### src/rtl/wbu.sv
// wbu - writeback unit.
// Takes retiring instructions from the EXU and drives the register-file
// write port with a one-cycle registered pulse per retirement. ALU results
// retire on the next edge. Loads park in WAIT_LOAD until the LSU returns
// the word, which is then aligned and extended.
//
// State table:
//   IDLE      | ready for EXU; ALU ops retire next edge, loads are captured
//   WAIT_LOAD | load outstanding; EXU stalled, waiting for lsu_rvalid_i
//
// Ports:
//   clk_i, rst_i                  clock, async active-low reset
//   exu_valid_i / exu_ready_o     EXU retire handshake
//   exu_wen_i, exu_rd_i           destination write enable / index
//   exu_is_load_i, exu_funct3_i,
//   exu_addr_lo_i                 load descriptor
//   exu_result_i                  ALU result for non-loads
//   lsu_rvalid_i / lsu_rready_o   LSU read-data handshake
//   lsu_rdata_i                   aligned memory word
//   wen_o, rd_o, wdata_o          register-file write port
//   commit_o                      one pulse per retired instruction
//   busy_o                        load outstanding
//   instret_o                     retired-instruction counter (wraps)
module wbu #(
  parameter int XLEN = 32,
  parameter int RS_W = 5
) (
  input  logic            clk_i,
  input  logic            rst_i,
  input  logic            exu_valid_i,
  output logic            exu_ready_o,
  input  logic            exu_wen_i,
  input  logic [RS_W-1:0] exu_rd_i,
  input  logic            exu_is_load_i,
  input  logic [2:0]      exu_funct3_i,
  input  logic [1:0]      exu_addr_lo_i,
  input  logic [XLEN-1:0] exu_result_i,
  input  logic            lsu_rvalid_i,
  input  logic [XLEN-1:0] lsu_rdata_i,
  output logic            lsu_rready_o,
  output logic            wen_o,
  output logic [RS_W-1:0] rd_o,
  output logic [XLEN-1:0] wdata_o,
  output logic            commit_o,
  output logic            busy_o,
  output logic [31:0]     instret_o
);

  typedef enum logic {
    IDLE      = 1'b0,
    WAIT_LOAD = 1'b1
  } state_t;

  state_t            state_q, state_d;
  logic              wen_q, wen_d;
  logic [RS_W-1:0]   rd_q, rd_d;
  logic [XLEN-1:0]   wdata_q, wdata_d;
  logic              commit_q, commit_d;
  logic [31:0]       instret_q, instret_d;
  logic              ld_wen_q, ld_wen_d;
  logic [RS_W-1:0]   ld_rd_q, ld_rd_d;
  logic [2:0]        ld_funct3_q, ld_funct3_d;
  logic [1:0]        ld_addr_q, ld_addr_d;
  logic [XLEN-1:0]   load_data;

  // Byte lane selected by both address bits; halfword lane only by bit 1.
  logic [XLEN-1:0] byte_shift;
  logic [XLEN-1:0] half_shift;
  logic [7:0]      ld_byte;
  logic [15:0]     ld_half;

  always_comb begin
    byte_shift = lsu_rdata_i >> {ld_addr_q, 3'b000};
    half_shift = lsu_rdata_i >> {ld_addr_q[1], 4'b0000};
    ld_byte    = byte_shift[7:0];
    ld_half    = half_shift[15:0];
    case (ld_funct3_q)
      3'b000:  load_data = {{(XLEN-8){ld_byte[7]}}, ld_byte};
      3'b001:  load_data = {{(XLEN-16){ld_half[15]}}, ld_half};
      3'b100:  load_data = {{(XLEN-8){1'b0}}, ld_byte};
      3'b101:  load_data = {{(XLEN-16){1'b0}}, ld_half};
      default: load_data = lsu_rdata_i;   // LW and unused encodings
    endcase
  end

  always_comb begin
    state_d     = state_q;
    wen_d       = 1'b0;
    commit_d    = 1'b0;
    rd_d        = rd_q;
    wdata_d     = wdata_q;
    instret_d   = instret_q;
    ld_wen_d    = ld_wen_q;
    ld_rd_d     = ld_rd_q;
    ld_funct3_d = ld_funct3_q;
    ld_addr_d   = ld_addr_q;
    exu_ready_o  = 1'b0;
    lsu_rready_o = 1'b0;
    busy_o       = 1'b0;

    unique case (state_q)
      IDLE: begin
        exu_ready_o = 1'b1;
        if (exu_valid_i) begin
          if (exu_is_load_i) begin
            ld_wen_d    = exu_wen_i;
            ld_rd_d     = exu_rd_i;
            ld_funct3_d = exu_funct3_i;
            ld_addr_d   = exu_addr_lo_i;
            state_d     = WAIT_LOAD;
          end else begin
            wen_d     = exu_wen_i && (exu_rd_i != '0);
            rd_d      = exu_rd_i;
            wdata_d   = exu_result_i;
            commit_d  = 1'b1;
            instret_d = instret_q + 32'd1;
          end
        end
      end
      WAIT_LOAD: begin
        lsu_rready_o = 1'b1;
        busy_o       = 1'b1;
        if (lsu_rvalid_i) begin
          wen_d     = ld_wen_q && (ld_rd_q != '0);
          rd_d      = ld_rd_q;
          wdata_d   = load_data;
          commit_d  = 1'b1;
          instret_d = instret_q + 32'd1;
          state_d   = IDLE;
        end
      end
      default: state_d = IDLE;
    endcase
  end

  always_ff @(posedge clk_i or negedge rst_i) begin
    if (!rst_i) begin
      state_q     <= IDLE;
      wen_q       <= 1'b0;
      rd_q        <= '0;
      wdata_q     <= '0;
      commit_q    <= 1'b0;
      instret_q   <= '0;
      ld_wen_q    <= 1'b0;
      ld_rd_q     <= '0;
      ld_funct3_q <= '0;
      ld_addr_q   <= '0;
    end else begin
      state_q     <= state_d;
      wen_q       <= wen_d;
      rd_q        <= rd_d;
      wdata_q     <= wdata_d;
      commit_q    <= commit_d;
      instret_q   <= instret_d;
      ld_wen_q    <= ld_wen_d;
      ld_rd_q     <= ld_rd_d;
      ld_funct3_q <= ld_funct3_d;
      ld_addr_q   <= ld_addr_d;
    end
  end

  assign wen_o     = wen_q;
  assign rd_o      = rd_q;
  assign wdata_o   = wdata_q;
  assign commit_o  = commit_q;
  assign instret_o = instret_q;

endmodule

### config.mk
export PLATFORM = sky130hd
export DESIGN_NAME = wbu
export DESIGN_NICKNAME = d
export VERILOG_FILES = /design/src/rtl/wbu.sv
export SDC_FILE = /design/constraint.sdc
export NUM_CORES = 1
export LEC_CHECK = 0
export BUFFER_PORTS_ARGS = -buffer_cell sky130_fd_sc_hd__buf_2
export CAP_MARGIN = 20
export CORE_UTILIZATION = 30
export CTS_CLUSTER_SIZE = 16
export DETAILED_ROUTE_END_ITERATION = 16
export PLACE_DENSITY = 0.63
export SYNTH_ARGS = -nofsm -noshare
export SYNTH_HDL_FRONTEND = slang
export SYNTH_SLANG_ARGS = --single-unit
### constraint.sdc
create_clock -name clk_i -period 2 [get_ports clk_i]
set_input_delay 0.2 -clock clk_i [delete_from_list [all_inputs] [get_ports clk_i]]
set_output_delay 0.2 -clock clk_i [all_outputs]
set_load 0.01 [all_outputs]
* Yosys cells after proc, flatten, opt, wreduce, memory -nomap -nowiden *
Cells that the tools add are included.
Widths: inputs -> output; s select.

cells by class
  add/sub/neg operators = 1
  eq/ne operators = 6
  shift operators = 2
  mux-type cells = 27
  bitwise gates (word level) = 1
  reduce and logical (&&, ||, !) cells = 7

operator list
  operator               number
  $mux 32                6
  $pmux 32 s2            2
  $pmux 32 s4            1
  $add 32x1->32 const B  1
  $shr 32x5->16          1
  $shr 32x5->8           1
  $mux 5                 3
  $mux 1                 11
  $pmux 5 s2             1
  $reduce_bool 5->1      2
  $eq 3x3->1 const B     2
  $ne 2x2->1 const B     3
  $pmux 1 s2             3
  $reduce_and 3->1       2
  $eq 3x1->1 const B     1
  $logic_not 3->1        1
  $logic_and 1x1->1      2
  $not 1->1              1

word-level totals
  flip-flop bits (word level) = 83
  input bits = 80
  output and inout bits = 74
  word-level logic and storage cells = 54

* Longest topological paths before layout *
  depth in word-level cells = 5
  gate-level depth with buffers = 7
  mapped depth without buffers = 6

* Worst setup path before layout *
No wires, ideal clock.

  path type = reg-to-reg
  from = register instret_q[10] (netlist: instret_o[10])
  to = register instret_q[26] (netlist: instret_o[26])
  library setup time = 0.126 ns
  data arrival time = 1.660 ns
  data required time = 1.874 ns
  setup slack = 0.215 ns
  stages on the path, launching flop included = 6
  path buffers = 0
  clock period less this slack = 1.785 ns
  cells stage by stage = dfrtp_1 nand3_1 or4_4 nor4_4 nand3_1 xnor2_1

between the ends
  longest elaborated chain between the ends = 4
  elaborated cells on any way between the ends = 5
  those cells by class = add/sub (1); mux (4)

ends and longest elaborated chain
  item                      line      source
  start: declaration        59        logic [31:0] instret_q, instret_d;
  start signal: assignment  154       instret_q <= instret_d;
  $add 32x1->32 (*)         116, 128
  $mux 32                   105       if (exu_is_load_i) begin
  $mux 32                   104       if (exu_valid_i) begin
  $pmux 32 s2 (*)           101       unique case (state_q)

Mark *: on every way between the ends. The rest lies on a longest branch, timed or not. The select of a mux whose other input is x is not followed.
A chain may end at the register's enable or synchronous reset.

* Worst setup path in the final report *
  from = register instret_q[14] (netlist: instret_o[14])
  to = register instret_q[24] (netlist: instret_o[24])

The elaborated chain is that of the path after synthesis.

==> metrics.cfg <==
[status]
status=completed

[power_and_ir_drop]
pwr-share-clk=0.309
power_density_nw_per_um2=986
internal-power_w=0.00370
p_leak_nw=2.63
peakVddDrop_mv=0.434
sequentialPowerShare=0.411
p_sw_frac=0.331
combPwrFrac=0.280
p_switching_w=0.00183

[clock_tree]
clkTransAtPathRegs_ns=0.06
htree_levels=3
worstSkewPairLatency_ns=0.34
cts_tree=yes
cts_buffers=9
clock_sinks=83
clockBufferDepth=2
cts_root_buffer=clkbuf_16

[detailed_routing]
postRouteAntennaNets=0
routed_wl_um=12800
drtIter0Drc=224
first_pass_iters=4
vias=3897
routedWlPerCell_um=16.3
viasPerCell=4.98
post-route-drc-count=0

[cells_and_area]
stdcell_count=782
antennaDiodeCount=0
seq_area_um2=2080
layout-drive-gt1-share=0.353
mostFrequentLayoutCell=buf_2
final_area_um2=5600
nFillCells=1376
syn_to_final_growth_pct=33.2
fin_nets=683
layout.cells.most_common_list=buf_2 (152), dfrtp_1 (82), nand2_1 (47), a21oi_1 (47), o21ai_0 (30)
multi_input_area_um2=1980

[worst_setup_path]
end_kind=flip-flop
critical_path_required_ns=2.23
cp-start-kind=flip-flop
arrival_ns=2.15
worstSetupPathType=reg -> reg
cp_max_fo=6

[placed_design]
gp_congestion=0.822
post_dp_cell_area_um2=5260
placed_cells=765
port_buffers=153
dp.final_hpwl_um=9780

[yosys]
post-synth-top-area-cell=dfrtp_1
synth_top_area_frac=0.494
synth_compound_area_frac=0.138
synth_xor_area_frac=0.0646
ys_types=38
syn-num-nets=523
synth-simple-area-share=0.194
synth_edf_count=0
async_reset_ff_frac=1.00
synthMuxAreaShare=0.0661
synthFlopType=dfrtp_1
seq_area_frac_synth=0.494
synth_top_family_by_area=simple AND/OR/NAND/NOR gates
syn_area_um2=4200
synth_warnings=0
syn_avg_cell_area_um2=9.51
synthCells=442
synth_fa_ha_area_frac=0.00298
synthTopCellsByArea=dfrtp_1 (49%), a21oi_1 (5.6%), xnor2_1 (5.2%)
yosys_register_bits=83

[grt]
grt_pass1_vias=3853
track_usage=0.183
antenna_found_initial=0
grt_pass1_wl_um=20600
grt_max_degree=46
grt_overflow=0

[min_path]
hold_path_class=in -> reg

[floorplan]
die_width_um=120
die_area_um2=14500
die_y_um=120
row_count=42
coreArea_um2=13500
ios=154
start_util=0.313

[timing]
fmax_mhz=521
fin_crit_sh=0.960
hold_viol_final=0
finalSetupViolCount=0
worst_pin_slew_ns=0.521
finalMaxSlewViolations=0
slew_headroom=0.653
skew_ns=0.00559
layout_min_cycle_time_ns=1.92
tns_ns=0

[job]
maxCapViolations=0

final timing paths:
| path | startpoint | to | slack [ns] | cells past startpoint |
|---|---|---|---|---|
| worst min register to register | instret_o[31] | instret_o[31] | 0.47 | 1 |
| worst max register to register | instret_o[14] | instret_o[24] | 0.08 | 6 |
| max in group asynchronous | rst_i | ld_funct3_q[1] | 0.98 | 3 |
| worst min-delay path | lsu_rvalid_i | state_q | 0.09 | 2 |
| worst max-delay path | instret_o[14] | instret_o[24] | 0.08 | 6 |
| min in group asynchronous | rst_i | instret_o[7] | 0.39 | 2 |
registers in the layout, indices dropped and copies added, names as in the netlist:
signal,count
instret_o,32
wdata_o,32
ld_rd_q,5
rd_o,5
ld_funct3_q,3
ld_addr_q,2
commit_o,1
ld_wen_q,1
state_q,1
wen_o,1
cells in the mapped netlist (5+ instances only):
master and count:
a21oi_1 47, a221oi_1 7, and3_1 9, buf_2 8, clkbuf_1 19, dfrtp_1 83
inv_1 12, mux2_2 12, mux2i_1 12, nand2_1 47, nand3_1 16, nand4_1 5
nor2_1 30, nor3_1 18, nor3b_1 8, o21ai_0 30, o221ai_1 7, or3_1 16
xnor2_1 25, xor2_1 6
kinds of logic (layout without fill, tap and decap cells):
logic type / count (synthesis) / in the layout
DFF: 83 / 83
xor gates and xnor gates: 31 / 31
adders and majority gates: 1 / 1
AOI/OAI and AO/OA: 99 / 99
and+or+nand+nor: 162 / 162
buffers and inverters: 41 / 205
muxes: 25 / 25
worst max-delay path, cell delays in order (launching register included):
cell and delay, ns:
dfrtp_1 0.40, nand3_1 0.15, or4_4 0.58, nor4_4 0.26, buf_4 0.18, nand3_1 0.10, xnor2_1 0.14
layer usage:
layer  track usage  share of wire
met2         0.281           0.46
met5             0              0
met3        0.0396          0.052
met1         0.251           0.47
met4        0.0694          0.017
timing repair:
action	CTS	global route
buffers inserted	0	1
setup endpoints to repair	0	12
resized for setup	0	6
endpoints found under the hold margin	38	0
hold buffers	1	0
cell type report:
class,instances,area share
clock buffer,12,0.0458
inverter,12,0.00804
tap,176,0.0393
sequential,83,0.371
timing repair buffer,178,0.174
multi-input combinational,318,0.353
clock inverter,3,0.00827
per-stage QoR:
stage,utilization,hold WS [ns],setup slack (ns),total power (W)
final,0.416,0.0879,0.0804,0.00552
after global routing,0.416,0.0735,-0.0157,0.00586
after CTS,0.414,0.0645,0.0860,0.00557
after detailed placement,0.391,0.207,0.0961,0.00383
after global placement,0.391,0.199,0.171,0.00379
after floorplan,-,-0.0956,0.215,0.00312
power by group through the flow:
stage               sequential (W)  combinational [W]  clock, W
finish                     0.00227            0.00155   0.00171
global route               0.00232            0.00172   0.00182
CTS                        0.00227            0.00155   0.00175
detailed placement         0.00229            0.00155         0
global placement           0.00228            0.00152         0
floorplan                  0.00237           0.000759         0
Note: power is estimated with default switching activity, not from simulation.
